File: config.mk
export PLATFORM = sky130hd
export DESIGN_NAME = id_ex_stage_flat
export DESIGN_NICKNAME = d
export VERILOG_FILES = /design/src/rtl/id_ex_if.sv /design/src/rtl/id_ex_stage.sv /design/src/flat_wrapper.sv
export SDC_FILE = /design/constraint.sdc
export NUM_CORES = 1
export LEC_CHECK = 0
export CAP_MARGIN = 20
export CORE_AREA = 2 2 131 133
export CTS_BUF_LIST = sky130_fd_sc_hd__clkbuf_16
export DETAILED_ROUTE_END_ITERATION = 16
export DIE_AREA = 0 0 133 135
export DONT_BUFFER_PORTS = 1
export GPL_TIMING_DRIVEN = 0
export SLEW_MARGIN = 20
export SYNTH_ARGS = -nofsm -noshare
export SYNTH_HDL_FRONTEND = slang
export SYNTH_SLANG_ARGS = --single-unit
File: constraint.sdc
create_clock -name clk_i -period 2.17 [get_ports clk_i]
set_clock_uncertainty 0.05 [all_clocks]
set_input_delay 0.5425 -clock clk_i [delete_from_list [all_inputs] [get_ports clk_i]]
set_output_delay 0.5425 -clock clk_i [all_outputs]
set_load 0.02 [all_outputs]
File: src/rtl/id_ex_if.sv
// Bundle between the IF/ID register, the register file and the ID/EX pipeline stage.
interface id_ex_if #(
  parameter int unsigned CNT_W = 16
);
  logic [31:0]      IF_ID_inst_i;
  logic [31:0]      IF_ID_pc_i;
  logic [31:0]      RSdata_i;
  logic [31:0]      RTdata_i;
  logic [31:0]      Imm32_i;
  logic             flush_i;
  logic             PCWrite_o;
  logic             IF_ID_Write_o;
  logic             ID_EX_RegWrite_o;
  logic             ID_EX_MemtoReg_o;
  logic             ID_EX_MemRead_o;
  logic             ID_EX_MemWrite_o;
  logic             ID_EX_ALUSrc_o;
  logic             ID_EX_RegDst_o;
  logic             ID_EX_Branch_o;
  logic [1:0]       ID_EX_ALUOp_o;
  logic [31:0]      ID_EX_pc_o;
  logic [31:0]      ID_EX_RSdata_o;
  logic [31:0]      ID_EX_RTdata_o;
  logic [31:0]      ID_EX_Imm_o;
  logic [4:0]       ID_EX_RSaddr_o;
  logic [4:0]       ID_EX_RTaddr_o;
  logic [4:0]       ID_EX_RDaddr_o;
  logic [CNT_W-1:0] stall_cnt_o;

  modport slave (
    input  IF_ID_inst_i, IF_ID_pc_i, RSdata_i, RTdata_i, Imm32_i, flush_i,
    output PCWrite_o, IF_ID_Write_o,
    output ID_EX_RegWrite_o, ID_EX_MemtoReg_o, ID_EX_MemRead_o, ID_EX_MemWrite_o,
    output ID_EX_ALUSrc_o, ID_EX_RegDst_o, ID_EX_Branch_o, ID_EX_ALUOp_o,
    output ID_EX_pc_o, ID_EX_RSdata_o, ID_EX_RTdata_o, ID_EX_Imm_o,
    output ID_EX_RSaddr_o, ID_EX_RTaddr_o, ID_EX_RDaddr_o, stall_cnt_o
  );

  modport master (
    output IF_ID_inst_i, IF_ID_pc_i, RSdata_i, RTdata_i, Imm32_i, flush_i,
    input  PCWrite_o, IF_ID_Write_o,
    input  ID_EX_RegWrite_o, ID_EX_MemtoReg_o, ID_EX_MemRead_o, ID_EX_MemWrite_o,
    input  ID_EX_ALUSrc_o, ID_EX_RegDst_o, ID_EX_Branch_o, ID_EX_ALUOp_o,
    input  ID_EX_pc_o, ID_EX_RSdata_o, ID_EX_RTdata_o, ID_EX_Imm_o,
    input  ID_EX_RSaddr_o, ID_EX_RTaddr_o, ID_EX_RDaddr_o, stall_cnt_o
  );
endinterface

File: src/rtl/id_ex_stage.sv
// MIPS-subset decode stage and ID/EX pipeline register with load-use hazard
// detection, flush-driven bubbles and a saturating stall counter.
module id_ex_stage #(
  parameter int unsigned CNT_W = 16
) (
  input  logic   clk_i,
  input  logic   rst_ni,
  id_ex_if.slave bus
);

  localparam int unsigned XLEN = 32;
  localparam int unsigned RW   = 5;
  localparam int unsigned OPW  = 6;

  localparam logic [OPW-1:0] OP_RTYPE = 6'h00;
  localparam logic [OPW-1:0] OP_ADDI  = 6'h08;
  localparam logic [OPW-1:0] OP_LW    = 6'h23;
  localparam logic [OPW-1:0] OP_SW    = 6'h2B;
  localparam logic [OPW-1:0] OP_BEQ   = 6'h04;

  typedef struct packed {
    logic       reg_write;
    logic       mem_to_reg;
    logic       mem_read;
    logic       mem_write;
    logic       alu_src;
    logic       reg_dst;
    logic       branch;
    logic [1:0] alu_op;
  } ctrl_t;

  logic [OPW-1:0] opcode_c;
  logic [RW-1:0]  rs_c;
  logic [RW-1:0]  rt_c;
  logic [RW-1:0]  rd_c;
  ctrl_t          dec_c;
  logic           reads_rs_c;
  logic           reads_rt_c;
  logic           hazard_c;
  logic           stall_c;

  ctrl_t            ctrl_q,   ctrl_d;
  logic [XLEN-1:0]  pc_q,     pc_d;
  logic [XLEN-1:0]  rsdata_q, rsdata_d;
  logic [XLEN-1:0]  rtdata_q, rtdata_d;
  logic [XLEN-1:0]  imm_q,    imm_d;
  logic [RW-1:0]    rsaddr_q, rsaddr_d;
  logic [RW-1:0]    rtaddr_q, rtaddr_d;
  logic [RW-1:0]    rdaddr_q, rdaddr_d;
  logic [CNT_W-1:0] cnt_q,    cnt_d;

  assign opcode_c = bus.IF_ID_inst_i[31:26];
  assign rs_c     = bus.IF_ID_inst_i[25:21];
  assign rt_c     = bus.IF_ID_inst_i[20:16];
  assign rd_c     = bus.IF_ID_inst_i[15:11];

  // Opcode decode and source-register usage of the instruction in IF/ID.
  always_comb begin
    dec_c      = '0;
    reads_rs_c = 1'b0;
    reads_rt_c = 1'b0;
    case (opcode_c)
      OP_RTYPE: begin
        dec_c.reg_write = 1'b1;
        dec_c.reg_dst   = 1'b1;
        dec_c.alu_op    = 2'b10;
        reads_rs_c      = 1'b1;
        reads_rt_c      = 1'b1;
      end
      OP_ADDI: begin
        dec_c.reg_write = 1'b1;
        dec_c.alu_src   = 1'b1;
        reads_rs_c      = 1'b1;
      end
      OP_LW: begin
        dec_c.reg_write  = 1'b1;
        dec_c.mem_to_reg = 1'b1;
        dec_c.mem_read   = 1'b1;
        dec_c.alu_src    = 1'b1;
        reads_rs_c       = 1'b1;
      end
      OP_SW: begin
        dec_c.mem_write = 1'b1;
        dec_c.alu_src   = 1'b1;
        reads_rs_c      = 1'b1;
        reads_rt_c      = 1'b1;
      end
      OP_BEQ: begin
        dec_c.branch = 1'b1;
        dec_c.alu_op = 2'b01;
        reads_rs_c   = 1'b1;
        reads_rt_c   = 1'b1;
      end
      default: begin
        dec_c = '0;
      end
    endcase
  end

  // A load in EX whose destination feeds the IF/ID instruction; $0 never hazards.
  assign hazard_c = ctrl_q.mem_read && (rtaddr_q != '0) &&
                    ((reads_rs_c && (rs_c == rtaddr_q)) ||
                     (reads_rt_c && (rt_c == rtaddr_q)));
  assign stall_c  = hazard_c && !bus.flush_i;

  assign bus.PCWrite_o     = !stall_c;
  assign bus.IF_ID_Write_o = !stall_c;

  // Next-state: data always follows the inputs, only controls are squashed.
  always_comb begin
    ctrl_d   = dec_c;
    pc_d     = bus.IF_ID_pc_i;
    rsdata_d = bus.RSdata_i;
    rtdata_d = bus.RTdata_i;
    imm_d    = bus.Imm32_i;
    rsaddr_d = rs_c;
    rtaddr_d = rt_c;
    rdaddr_d = rd_c;
    cnt_d    = cnt_q;
    if (stall_c || bus.flush_i) begin
      ctrl_d = '0;
    end
    if (stall_c && (cnt_q != {CNT_W{1'b1}})) begin
      cnt_d = cnt_q + CNT_W'(1);
    end
  end

  always_ff @(posedge clk_i or negedge rst_ni) begin
    if (!rst_ni) begin
      ctrl_q   <= '0;
      pc_q     <= '0;
      rsdata_q <= '0;
      rtdata_q <= '0;
      imm_q    <= '0;
      rsaddr_q <= '0;
      rtaddr_q <= '0;
      rdaddr_q <= '0;
      cnt_q    <= '0;
    end else begin
      ctrl_q   <= ctrl_d;
      pc_q     <= pc_d;
      rsdata_q <= rsdata_d;
      rtdata_q <= rtdata_d;
      imm_q    <= imm_d;
      rsaddr_q <= rsaddr_d;
      rtaddr_q <= rtaddr_d;
      rdaddr_q <= rdaddr_d;
      cnt_q    <= cnt_d;
    end
  end

  assign bus.ID_EX_RegWrite_o = ctrl_q.reg_write;
  assign bus.ID_EX_MemtoReg_o = ctrl_q.mem_to_reg;
  assign bus.ID_EX_MemRead_o  = ctrl_q.mem_read;
  assign bus.ID_EX_MemWrite_o = ctrl_q.mem_write;
  assign bus.ID_EX_ALUSrc_o   = ctrl_q.alu_src;
  assign bus.ID_EX_RegDst_o   = ctrl_q.reg_dst;
  assign bus.ID_EX_Branch_o   = ctrl_q.branch;
  assign bus.ID_EX_ALUOp_o    = ctrl_q.alu_op;
  assign bus.ID_EX_pc_o       = pc_q;
  assign bus.ID_EX_RSdata_o   = rsdata_q;
  assign bus.ID_EX_RTdata_o   = rtdata_q;
  assign bus.ID_EX_Imm_o      = imm_q;
  assign bus.ID_EX_RSaddr_o   = rsaddr_q;
  assign bus.ID_EX_RTaddr_o   = rtaddr_q;
  assign bus.ID_EX_RDaddr_o   = rdaddr_q;
  assign bus.stall_cnt_o      = cnt_q;

endmodule

File: src/flat_wrapper.sv
// flat-port wrapper written by rule: the top's interface ports become plain ports
module id_ex_stage_flat 
#(
  parameter int unsigned CNT_W = 16
)
  (clk_i, rst_ni, bus_IF_ID_inst_i, bus_IF_ID_pc_i, bus_RSdata_i, bus_RTdata_i, bus_Imm32_i, bus_flush_i, bus_PCWrite_o, bus_IF_ID_Write_o, bus_ID_EX_RegWrite_o, bus_ID_EX_MemtoReg_o, bus_ID_EX_MemRead_o, bus_ID_EX_MemWrite_o, bus_ID_EX_ALUSrc_o, bus_ID_EX_RegDst_o, bus_ID_EX_Branch_o, bus_ID_EX_ALUOp_o, bus_ID_EX_pc_o, bus_ID_EX_RSdata_o, bus_ID_EX_RTdata_o, bus_ID_EX_Imm_o, bus_ID_EX_RSaddr_o, bus_ID_EX_RTaddr_o, bus_ID_EX_RDaddr_o, bus_stall_cnt_o);
  id_ex_if #(.CNT_W(CNT_W)) bus_i ();
  input  logic clk_i;
  input  logic rst_ni;
  input wire logic [$bits(bus_i.IF_ID_inst_i)-1:0] bus_IF_ID_inst_i;
  input wire logic [$bits(bus_i.IF_ID_pc_i)-1:0] bus_IF_ID_pc_i;
  input wire logic [$bits(bus_i.RSdata_i)-1:0] bus_RSdata_i;
  input wire logic [$bits(bus_i.RTdata_i)-1:0] bus_RTdata_i;
  input wire logic [$bits(bus_i.Imm32_i)-1:0] bus_Imm32_i;
  input wire logic [$bits(bus_i.flush_i)-1:0] bus_flush_i;
  output wire logic [$bits(bus_i.PCWrite_o)-1:0] bus_PCWrite_o;
  output wire logic [$bits(bus_i.IF_ID_Write_o)-1:0] bus_IF_ID_Write_o;
  output wire logic [$bits(bus_i.ID_EX_RegWrite_o)-1:0] bus_ID_EX_RegWrite_o;
  output wire logic [$bits(bus_i.ID_EX_MemtoReg_o)-1:0] bus_ID_EX_MemtoReg_o;
  output wire logic [$bits(bus_i.ID_EX_MemRead_o)-1:0] bus_ID_EX_MemRead_o;
  output wire logic [$bits(bus_i.ID_EX_MemWrite_o)-1:0] bus_ID_EX_MemWrite_o;
  output wire logic [$bits(bus_i.ID_EX_ALUSrc_o)-1:0] bus_ID_EX_ALUSrc_o;
  output wire logic [$bits(bus_i.ID_EX_RegDst_o)-1:0] bus_ID_EX_RegDst_o;
  output wire logic [$bits(bus_i.ID_EX_Branch_o)-1:0] bus_ID_EX_Branch_o;
  output wire logic [$bits(bus_i.ID_EX_ALUOp_o)-1:0] bus_ID_EX_ALUOp_o;
  output wire logic [$bits(bus_i.ID_EX_pc_o)-1:0] bus_ID_EX_pc_o;
  output wire logic [$bits(bus_i.ID_EX_RSdata_o)-1:0] bus_ID_EX_RSdata_o;
  output wire logic [$bits(bus_i.ID_EX_RTdata_o)-1:0] bus_ID_EX_RTdata_o;
  output wire logic [$bits(bus_i.ID_EX_Imm_o)-1:0] bus_ID_EX_Imm_o;
  output wire logic [$bits(bus_i.ID_EX_RSaddr_o)-1:0] bus_ID_EX_RSaddr_o;
  output wire logic [$bits(bus_i.ID_EX_RTaddr_o)-1:0] bus_ID_EX_RTaddr_o;
  output wire logic [$bits(bus_i.ID_EX_RDaddr_o)-1:0] bus_ID_EX_RDaddr_o;
  output wire logic [$bits(bus_i.stall_cnt_o)-1:0] bus_stall_cnt_o;
  assign bus_i.IF_ID_inst_i = bus_IF_ID_inst_i;
  assign bus_i.IF_ID_pc_i = bus_IF_ID_pc_i;
  assign bus_i.RSdata_i = bus_RSdata_i;
  assign bus_i.RTdata_i = bus_RTdata_i;
  assign bus_i.Imm32_i = bus_Imm32_i;
  assign bus_i.flush_i = bus_flush_i;
  assign bus_PCWrite_o = bus_i.PCWrite_o;
  assign bus_IF_ID_Write_o = bus_i.IF_ID_Write_o;
  assign bus_ID_EX_RegWrite_o = bus_i.ID_EX_RegWrite_o;
  assign bus_ID_EX_MemtoReg_o = bus_i.ID_EX_MemtoReg_o;
  assign bus_ID_EX_MemRead_o = bus_i.ID_EX_MemRead_o;
  assign bus_ID_EX_MemWrite_o = bus_i.ID_EX_MemWrite_o;
  assign bus_ID_EX_ALUSrc_o = bus_i.ID_EX_ALUSrc_o;
  assign bus_ID_EX_RegDst_o = bus_i.ID_EX_RegDst_o;
  assign bus_ID_EX_Branch_o = bus_i.ID_EX_Branch_o;
  assign bus_ID_EX_ALUOp_o = bus_i.ID_EX_ALUOp_o;
  assign bus_ID_EX_pc_o = bus_i.ID_EX_pc_o;
  assign bus_ID_EX_RSdata_o = bus_i.ID_EX_RSdata_o;
  assign bus_ID_EX_RTdata_o = bus_i.ID_EX_RTdata_o;
  assign bus_ID_EX_Imm_o = bus_i.ID_EX_Imm_o;
  assign bus_ID_EX_RSaddr_o = bus_i.ID_EX_RSaddr_o;
  assign bus_ID_EX_RTaddr_o = bus_i.ID_EX_RTaddr_o;
  assign bus_ID_EX_RDaddr_o = bus_i.ID_EX_RDaddr_o;
  assign bus_stall_cnt_o = bus_i.stall_cnt_o;
  id_ex_stage #(.CNT_W(CNT_W)) u_core (.clk_i(clk_i), .rst_ni(rst_ni), .bus(bus_i));
endmodule
---- Yosys cells after proc, flatten, opt, wreduce, memory -nomap -nowiden ----
Cells that the tools add are included.
storage, ports and cells
  register bits after elaboration ......... 168
  input port bits ......................... 163
  word-level logic and storage cells ...... 50
operators by class
  add/subtract/negate cells ............... 1
  eq/ne operators ......................... 7
  mux-type cells .......................... 10
  reductions and logical operators ........ 16
operators by type and width
  kind                                            count
  adder 16 x 1 -> 16 bit (second input constant)  1
  inequality test 16 bit (second input constant)  1
  == test 6 bit (second input constant)           2
  == test 5 bit                                   2
  two-way mux 9 bit                               1
  OR reduction 3 bit                              3
  two-way mux 1 bit                               7
  == test 6 x 3 -> 1 bit (second input constant)  1
  == test 6 x 4 -> 1 bit (second input constant)  1
  logical AND 1 bit                               6
  logical NOT 6 bit                               1
  nonzero test 5 bit                              1
  OR reduction 5 bit                              1
  case mux 2 bit (2 select lines)                 1
  logical NOT 1 bit                               2
  logical OR 1 bit                                2
  two-way mux 2 bit                               1

---- Depth between registers and ports, before layout ----
Gate-level depths: netlist (run 1).
  depth after elaboration ................. 9
  depth in mapped cells ................... 8
  mapped depth without buffers ............ 6

---- Worst setup path before layout (run 1) ----
Ideal clock, no wire load.
  kind .................................... input -> output
  from .................................... input bus_IF_ID_inst_i[24]
  to ...................................... output bus_PCWrite_o
  arrival time ............................ 1,749 ps
  required time ........................... 1,577 ps
  slack ................................... -171 ps
  cell stages on the path ................. 6
  buffers on the path ..................... 1
  cells stage by stage .................... xor2_1 nor3_1 nand3_1 o21ai_0 nand3b_1 buf_4
between the ends
  longest elaborated chain between the ends .. 6
ends and longest elaborated chain
  element            RTL line            text
  from (decl)        flat_wrapper.sv:10  input wire logic [$bits(bus_i.IF_ID_inst_i)-1:0] bus_IF_ID_inst_i;
  == test 5 bit      id_ex_stage.sv:102  ((reads_rs_c && (rs_c == rtaddr_q)) ||
  logical AND 1 bit  id_ex_stage.sv:102
  logical OR 1 bit   id_ex_stage.sv:102
  logical AND 1 bit  id_ex_stage.sv:101  assign hazard_c = ctrl_q.mem_read && (rtaddr_q != '0) &&
  logical AND 1 bit  id_ex_stage.sv:104  assign stall_c = hazard_c && !bus.flush_i;
  logical NOT 1 bit  -
  to (decl)          flat_wrapper.sv:16  output wire logic [$bits(bus_i.PCWrite_o)-1:0] bus_PCWrite_o;
Every way passes these cells.

---- Worst setup path after layout (run 1) ----
  from .................................... register u_core.rtaddr_q[3], in the netlist u_core.bus.ID_EX_RTaddr_o[3]
  to ...................................... output bus_PCWrite_o
between the ends
  longest elaborated chain between the ends .. 6
ends and longest elaborated chain
  element                                      RTL line                                text
  from (decl)                                  id_ex_stage.sv:48                       logic [RW-1:0] rtaddr_q, rtaddr_d;
  from (signal assigned)                       id_ex_stage.sv:146                      rtaddr_q <= rtaddr_d;
  == test 5 bit, on equally long branches      id_ex_stage.sv:102, id_ex_stage.sv:103
  logical AND 1 bit, on equally long branches  id_ex_stage.sv:102, id_ex_stage.sv:103
  logical OR 1 bit                             id_ex_stage.sv:102
  logical AND 1 bit *                          id_ex_stage.sv:101
  logical AND 1 bit *                          id_ex_stage.sv:104
  logical NOT 1 bit *                          -
Every way passes the cells marked *; elsewhere a longest branch is shown, timed or not.

==> flow_summary.json, run 1 <==
{
  "critical_path_class": "register to output pin",
  "rsz0062_at_grt": "true",
  "required_ns": 1.58,
  "coreArea_mm2": 0.01641,
  "clk_latency_ns": 0.41,
  "power_per_cell_area_mw_per_mm2": 1115,
  "grt_pass1_vias": 2610,
  "worstPathArrival_ns": 2.02,
  "drv_cap": 0,
  "die_y_um": 135,
  "grt_pass1_wl_um": 16970,
  "cts_tree": "yes",
  "violations": "negative hold slack, negative setup slack",
  "worst_setup_path_start_kind": "register",
  "die_area_mm2": 0.01796,
  "synthCells": 269,
  "antenna_found_initial": 4,
  "wl_per_cell_um": 22.54,
  "dp.cells": 489,
  "synth_warnings": 0,
  "critPathBufInv": 1,
  "finalWorstSetupSlack_ns": -0.4413,
  "ant_nets": 0,
  "fin_cells": 534,
  "outcome": "finished, violations left",
  "ys_seq_area_frac": 0.8533,
  "path_clk_slew_ns": 0.07,
  "fin_util": 0.3686,
  "placed_area_mm2": 0.005210,
  "hold_viol": 167,
  "synth_nets": 433,
  "worst_pin_slew_ns": 0.4992,
  "ios": 333,
  "dr.pass1.iters": 4,
  "initialDrtViolationCount": 69,
  "final_max_slew_viol_count": 0,
  "slowest_stage": "dfrtp_2",
  "switchingPower_w": 0.001598,
  "synth-seq-cells": 167,
  "period_minus_slack_ns": 2.611,
  "drt_wl_total_um": 12040,
  "grt-ovfl-total": 0,
  "initial_core_util": 0.2985,
  "layout_common_cells": "160 x dfrtp_1, 17 x clkbuf_16, 15 x xnor2_1",
  "drt_drc_violations_left": 0,
  "n_fill_cell": 1499,
  "internal_power_w": 0.005148,
  "drive_gt1_frac": 0.2581,
  "pwr-share-clk": 0.473,
  "cts_buffers": 17,
  "numPortBuffers": 0,
  "max-vdd-ir-drop_v": 0.0005071,
  "area_growth_pct": 23.48,
  "switching_share": 0.2369,
  "vias": 2310,
  "viasPerCell": 4.326,
  "cts_buffer_depth": 2,
  "netlist_area_mm2": 0.004897,
  "power_leakage_nw": 2.682,
  "row_count": 47,
  "die_x_um": 133,
  "grt_max_degree": 168,
  "gp_congestion": 0.7851,
  "fmax_mhz": 383.0,
  "max-slew-margin-rel": 0.6646,
  "hold_path.class": "primary input to asynchronous set/reset pin",
  "hold_slack_ns": -0.2352,
  "layout_commonest_cell": "dfrtp_1",
  "crit_path_end_kind": "output pin",
  "clock_sinks": 167,
  "critical-path-top-delay-family": "simple AND/OR/NAND/NOR gates",
  "min_period_over_period": 1.203,
  "synthDistinctLibCells": 33,
  "cts_root_buf": "clkbuf_16",
  "dp_hpwl_um": 9116,
  "seq_power_share": 0.520,
  "final-setup-viol-count": 5,
  "htreeDepth": 4,
  "fin_nets": 461,
  "crit_path_cell_trace": "xor2_2, nor3_2, nand3_1, o21ai_1, nand3b_1, buf_6",
  "syn-mean-instance-area_um2": 18.21,
  "max_stage_delay_ns": 0.49,
  "grt_usage": 0.1324,
  "crit_fanout": 4,
  "fin_area_mm2": 0.006047,
  "p_comb_frac": 0.008
}
==> power by group through the flow <==
| stage | clock, W | combinational, W | sequential [W] |
|---|---|---|---|
| finish | 0.00319 | 0.0000523 | 0.00351 |
| global route | 0.00341 | 0.0000580 | 0.00352 |
| CTS | 0.00327 | 0.0000582 | 0.00351 |
| detailed placement | 0 | 0.0000451 | 0.00357 |
| global placement | 0 | 0.0000444 | 0.00357 |
| floorplan | 0 | 0.0000380 | 0.00353 |
==> per-stage QoR <==
stage	hold slack (ns)	setup slack (ns)	total power [W]	TNS (ns)
global route	-0.2700	-0.5712	0.006983	-2.083
floorplan	0.1969	-0.1083	0.003569	-0.2160
global placement	0.1997	-0.3205	0.003610	-5.158
finish	-0.2352	-0.4413	0.006745	-0.7836
detailed placement	0.1989	-0.3407	0.003615	-5.595
CTS	-0.2631	-0.4316	0.006841	-2.387
==> timing repair <==
action,CTS,global route
pin swaps,11,7
hold endpoints to repair,167,167
gates resized for setup,22,9
setup endpoints to repair,22,22
setup buffers,15,3
==> cell families after synthesis <==
group                    share of synthesized area
multiplexers                              0.004343
flip-flops                                  0.8533
buffers and inverters                     0.009963
XOR/XNOR                                   0.04471
adder cells (fa/ha/maj)                   0.002555
AO/OA/AOI/OAI                             0.009706
AND/OR/NAND/NOR                            0.07538
==> metal layers <==
metal  vias to the layer above  share of wire  track usage
li1                        944              -            -
met1                      1190           0.35       0.1381
met2                       165           0.53       0.2245
met3                        11           0.11      0.06982
met4                         0          0.015      0.05556
met5                         -              0            0
==> state kept, by name, summed over array words and instances (netlist names) <==
register and cells:
u_core.bus.ID_EX_ALUOp_o 2, u_core.bus.ID_EX_ALUSrc_o 1, u_core.bus.ID_EX_Branch_o 1, u_core.bus.ID_EX_Imm_o 32, u_core.bus.ID_EX_MemRead_o 1, u_core.bus.ID_EX_MemWrite_o 1
u_core.bus.ID_EX_RDaddr_o 5, u_core.bus.ID_EX_RSaddr_o 5, u_core.bus.ID_EX_RSdata_o 32, u_core.bus.ID_EX_RTaddr_o 5, u_core.bus.ID_EX_RTdata_o 32, u_core.bus.ID_EX_RegDst_o 1
u_core.bus.ID_EX_RegWrite_o 1, u_core.bus.ID_EX_pc_o 32, u_core.bus.stall_cnt_o 16
==> cell usage after synthesis (all sizes together) <==
cell type / instances / area, µm²
nor3: 11 / 55.05
nor4: 1 / 6.260
nand3b: 1 / 7.510
inv: 2 / 7.510
nor2: 5 / 18.77
ha: 1 / 12.51
or2b: 1 / 8.760
nand4: 6 / 56.31
dfrtp: 167 / 4179
and3: 5 / 31.28
xnor2: 15 / 131.4
or2: 3 / 18.77
nand4bb: 1 / 27.53
buf: 4 / 37.53
o21a: 2 / 15.01
and2: 1 / 7.510
nand4b: 1 / 8.760
or3: 2 / 18.77
o21ai: 1 / 5.000
a21oi: 3 / 15.01
xor2: 10 / 87.58
nand3: 8 / 40.04
nor3b: 1 / 7.510
mux2: 1 / 11.26
a211oi: 1 / 12.51
nand2: 11 / 41.29
mux2i: 1 / 10.01
nor2b: 1 / 6.260
nor4b: 1 / 8.760
clkbuf: 1 / 3.750
==> worst register-to-register path, stage by stage (launching register included) <==
cell and delay, ns:
dfrtp_2 0.44, or2b_4 0.30, a21oi_4 0.13, buf_6 0.12
nand4_1 0.21, a211oi_4 0.34, buf_6 0.16, buf_12 0.11
nand4_2 0.10, xnor2_1 0.15
==> area by class of cell <==
| type | count | area [µm²] | area share |
|---|---|---|---|
| well taps | 220 | 275.3 | 0.04552 |
| flip-flops and latches | 167 | 4188 | 0.6925 |
| inverters | 2 | 7.507 | 0.001241 |
| clock inverters | 15 | 211.5 | 0.03497 |
| plain buffers | 4 | 41.29 | 0.006828 |
| clock buffers | 17 | 425.4 | 0.07035 |
| repair buffers | 10 | 111.4 | 0.01842 |
| multi-input cells | 95 | 777.0 | 0.1285 |
| diodes | 4 | 10.01 | 0.001655 |
==> final timing paths <==
path,slack (ns),startpoint,depth (start not counted),end
min,-0.24,rst_ni,0,u_core.bus.ID_EX_pc_o[26]$_DFF_PN0_
min in group clk_i,0.10,bus_IF_ID_inst_i[16],0,u_core.bus.ID_EX_RTaddr_o[0]$_DFF_PN0_
max in group asynchronous,2.05,rst_ni,0,u_core.bus.stall_cnt_o[15]$_DFFE_PN0P_
max,-0.44,u_core.bus.ID_EX_RTaddr_o[3]$_DFF_PN0_,6,bus_PCWrite_o
min reg2reg,0.55,u_core.bus.stall_cnt_o[4]$_DFFE_PN0P_,1,u_core.bus.stall_cnt_o[4]$_DFFE_PN0P_
max reg2reg,-0.05,u_core.bus.ID_EX_MemRead_o$_DFF_PN0_,9,u_core.bus.stall_cnt_o[6]$_DFFE_PN0P_
No activity file was read; power rests on OpenSTA's default activity.
==> run 2, diff against run 1 <==
==> constraint.sdc (replaced) <==
create_clock -name clk_i -period 2.9 [get_ports clk_i]
set_clock_uncertainty 0.05 [all_clocks]
set_input_delay 0.725 -clock clk_i [delete_from_list [all_inputs] [get_ports clk_i]]
set_output_delay 0.725 -clock clk_i [all_outputs]
set_load 0.02 [all_outputs]
==> flow_summary.json, run 2 (synthesis gave the netlist of run 1 again) <==
{
  "rr_worst_depth": 7,
  "drv_cap": 0,
  "drt_drc_violations_left": 0,
  "clk_latency_ns": 0.41,
  "fin_util": 0.3508,
  "ant_nets": 0,
  "reg2reg_slack_ns": 0.51,
  "period_minus_slack_ns": 2.925,
  "switchingPower_w": 0.001128,
  "cts_buffer_depth": 2,
  "p_comb_frac": 0.007,
  "initial_core_util": 0.2985,
  "row_count": 47,
  "post-place-ws_ns": -0.1641,
  "grt-ovfl-total": 0,
  "r2r_start": "u_core.bus.ID_EX_MemRead_o$_DFF_PN0_",
  "gp_congestion": 0.7403,
  "grt_pass1_wl_um": 17310,
  "power_per_cell_area_mw_per_mm2": 828.2,
  "crit_path_end_kind": "output pin",
  "min_period_over_period": 1.009,
  "vias": 2296,
  "finalWorstSetupSlack_ns": -0.02520,
  "layout_common_cells": "164 x dfrtp_1, 17 x clkbuf_16, 15 x xnor2_1",
  "cts_root_buf": "clkbuf_16",
  "drive_gt1_frac": 0.1722,
  "max-slew-margin-rel": 0.7299,
  "tns_ns": -0.02520,
  "crit_fanout": 4,
  "die_x_um": 133,
  "hold_path.class": "primary input to asynchronous set/reset pin",
  "worstPathArrival_ns": 2.15,
  "layout_commonest_cell": "dfrtp_1",
  "violations": "negative hold slack, negative setup slack",
  "coreArea_mm2": 0.01641,
  "worst_pin_slew_ns": 0.3996,
  "multiInputGateArea_um2": 679.4,
  "cp-endpoint": "bus_PCWrite_o",
  "area_growth_pct": 17.53,
  "worst_setup_path_start_kind": "register",
  "antenna_found_initial": 3,
  "switching_share": 0.2366,
  "ios": 333,
  "hold_slack_ns": -0.05010,
  "pwr-share-clk": 0.442,
  "numPortBuffers": 0,
  "rsz0062_at_grt": "true",
  "drt_wl_total_um": 12370,
  "hold_viol": 54,
  "cts_tree": "yes",
  "max-vdd-ir-drop_v": 0.0003720,
  "placed_area_mm2": 0.005172,
  "seq_power_share": 0.551,
  "wl_per_cell_um": 23.65,
  "critical_path_class": "register to output pin",
  "required_ns": 2.12,
  "die_area_mm2": 0.01796,
  "final-setup-viol-count": 1,
  "internal_power_w": 0.003639,
  "grt_max_degree": 168,
  "viasPerCell": 4.390,
  "final_max_slew_viol_count": 0,
  "final-seq-area_mm2": 0.004183,
  "fin_nets": 453,
  "n_fill_cell": 1518,
  "r2r_end": "u_core.bus.stall_cnt_o[14]$_DFFE_PN0P_",
  "dp_hpwl_um": 9538,
  "fmax_mhz": 341.9,
  "fin_area_mm2": 0.005756,
  "die_y_um": 135,
  "path_clk_slew_ns": 0.06,
  "dr.pass1.iters": 4,
  "htreeDepth": 4,
  "clock_sinks": 167,
  "outcome": "finished, violations left",
  "cts_buffers": 17,
  "initialDrtViolationCount": 112,
  "critPathLaunch": "u_core.bus.ID_EX_RTaddr_o[4]$_DFF_PN0_",
  "power_leakage_nw": 2.565,
  "grt_pass1_vias": 2512,
  "grt_usage": 0.1366
}
[run 2: cell count changes in the layout (fill, tap and decap cells not counted), moves of 3 or more]
cell     change
dfrtp_2      -4
buf_4        -4
diode_2      -3
nand2_2      -6
buf_6        -3
inv_1        +3
dfrtp_1      +4
nand2_1      +6
inv_8        -3
[run 2: how the worst min path moves through the flow]
| stage | from | to | slack [ns] | depth (start not counted) |
|---|---|---|---|---|
| floorplan | rst_ni | u_core.bus.ID_EX_ALUOp_o[0]$_DFF_PN0_ | 0.38 | 0 |
| global placement | rst_ni | u_core.bus.stall_cnt_o[7]$_DFFE_PN0P_ | 0.38 | 0 |
| detailed placement | rst_ni | u_core.bus.stall_cnt_o[7]$_DFFE_PN0P_ | 0.38 | 0 |
| CTS | rst_ni | u_core.bus.stall_cnt_o[1]$_DFFE_PN0P_ | -0.07 | 0 |
| global route | rst_ni | u_core.bus.stall_cnt_o[9]$_DFFE_PN0P_ | -0.08 | 0 |
| finish | rst_ni | u_core.bus.stall_cnt_o[9]$_DFFE_PN0P_ | -0.05 | 0 |
[run 2: power groups by stage]
stage | logic [W] | registers, W | clock network [W]
finish | 0.0000348 | 0.00262 | 0.00211
global route | 0.0000386 | 0.00263 | 0.00228
CTS | 0.0000340 | 0.00263 | 0.00219
detailed placement | 0.0000313 | 0.00267 | 0
global placement | 0.0000309 | 0.00267 | 0
floorplan | 0.0000270 | 0.00264 | 0
[run 2: what timing repair did]
item / in CTS / in global routing
setup buffers: 1 / 0
endpoints found under the hold margin: 167 / 167
gates resized for setup: 6 / 1
pin swaps: 4 / 0
setup endpoints to repair: 2 / 1
[run 2: area by class of cell]
| type | instances | share of cell area |
|---|---|---|
| multi-input combinational | 95 | 0.1180 |
| inverter | 2 | 0.001304 |
| sequential | 167 | 0.7267 |
| buffer | 5 | 0.007826 |
| clock inverter | 15 | 0.02261 |
| timing repair buffer | 1 | 0.001304 |
| tap | 220 | 0.04783 |
| antenna | 1 | 0.0004348 |
| clock buffer | 17 | 0.07391 |
[run 2: routing by layer]
metal / vias up / wire, µm / track usage
met5: - / 0 / 0
met4: 0 / 172 / 0.04480
met3: 16 / 1417 / 0.07883
met2: 174 / 6508 / 0.2334
met1: 1179 / 4271 / 0.1417
li1: 927 / - / -
[run 2: per-stage QoR]
stage | cells | total power (W)
2_1_floorplan | 269 | 0.002669
3_3_place_gp | 489 | 0.002699
3_5_place_dp | 489 | 0.002702
4_1_cts | 522 | 0.004848
6_report | 523 | 0.004767
5_1_grt | 522 | 0.004953
[run 2: critical path, cell delays in order (launching register included)]
cell and delay (ns):
dfrtp_2 0.49, xor2_1 0.18, nor3_2 0.30, nand3_1 0.12, o21ai_1 0.13, nand3b_1 0.27, buf_6 0.24
==> run 3, diff against run 2 <==
--- a/config.mk
+++ b/config.mk
@@ -5,6 +5,7 @@
 export SDC_FILE = /design/constraint.sdc
 export NUM_CORES = 1
 export LEC_CHECK = 0
+export ABC_CLOCK_PERIOD_IN_PS = 2900
 export CAP_MARGIN = 20
 export CORE_AREA = 2 2 131 133
 export CTS_BUF_LIST = sky130_fd_sc_hd__clkbuf_16
==> results of run 3 <==
Final layout, timing and power as in run 2 (identical DEF).
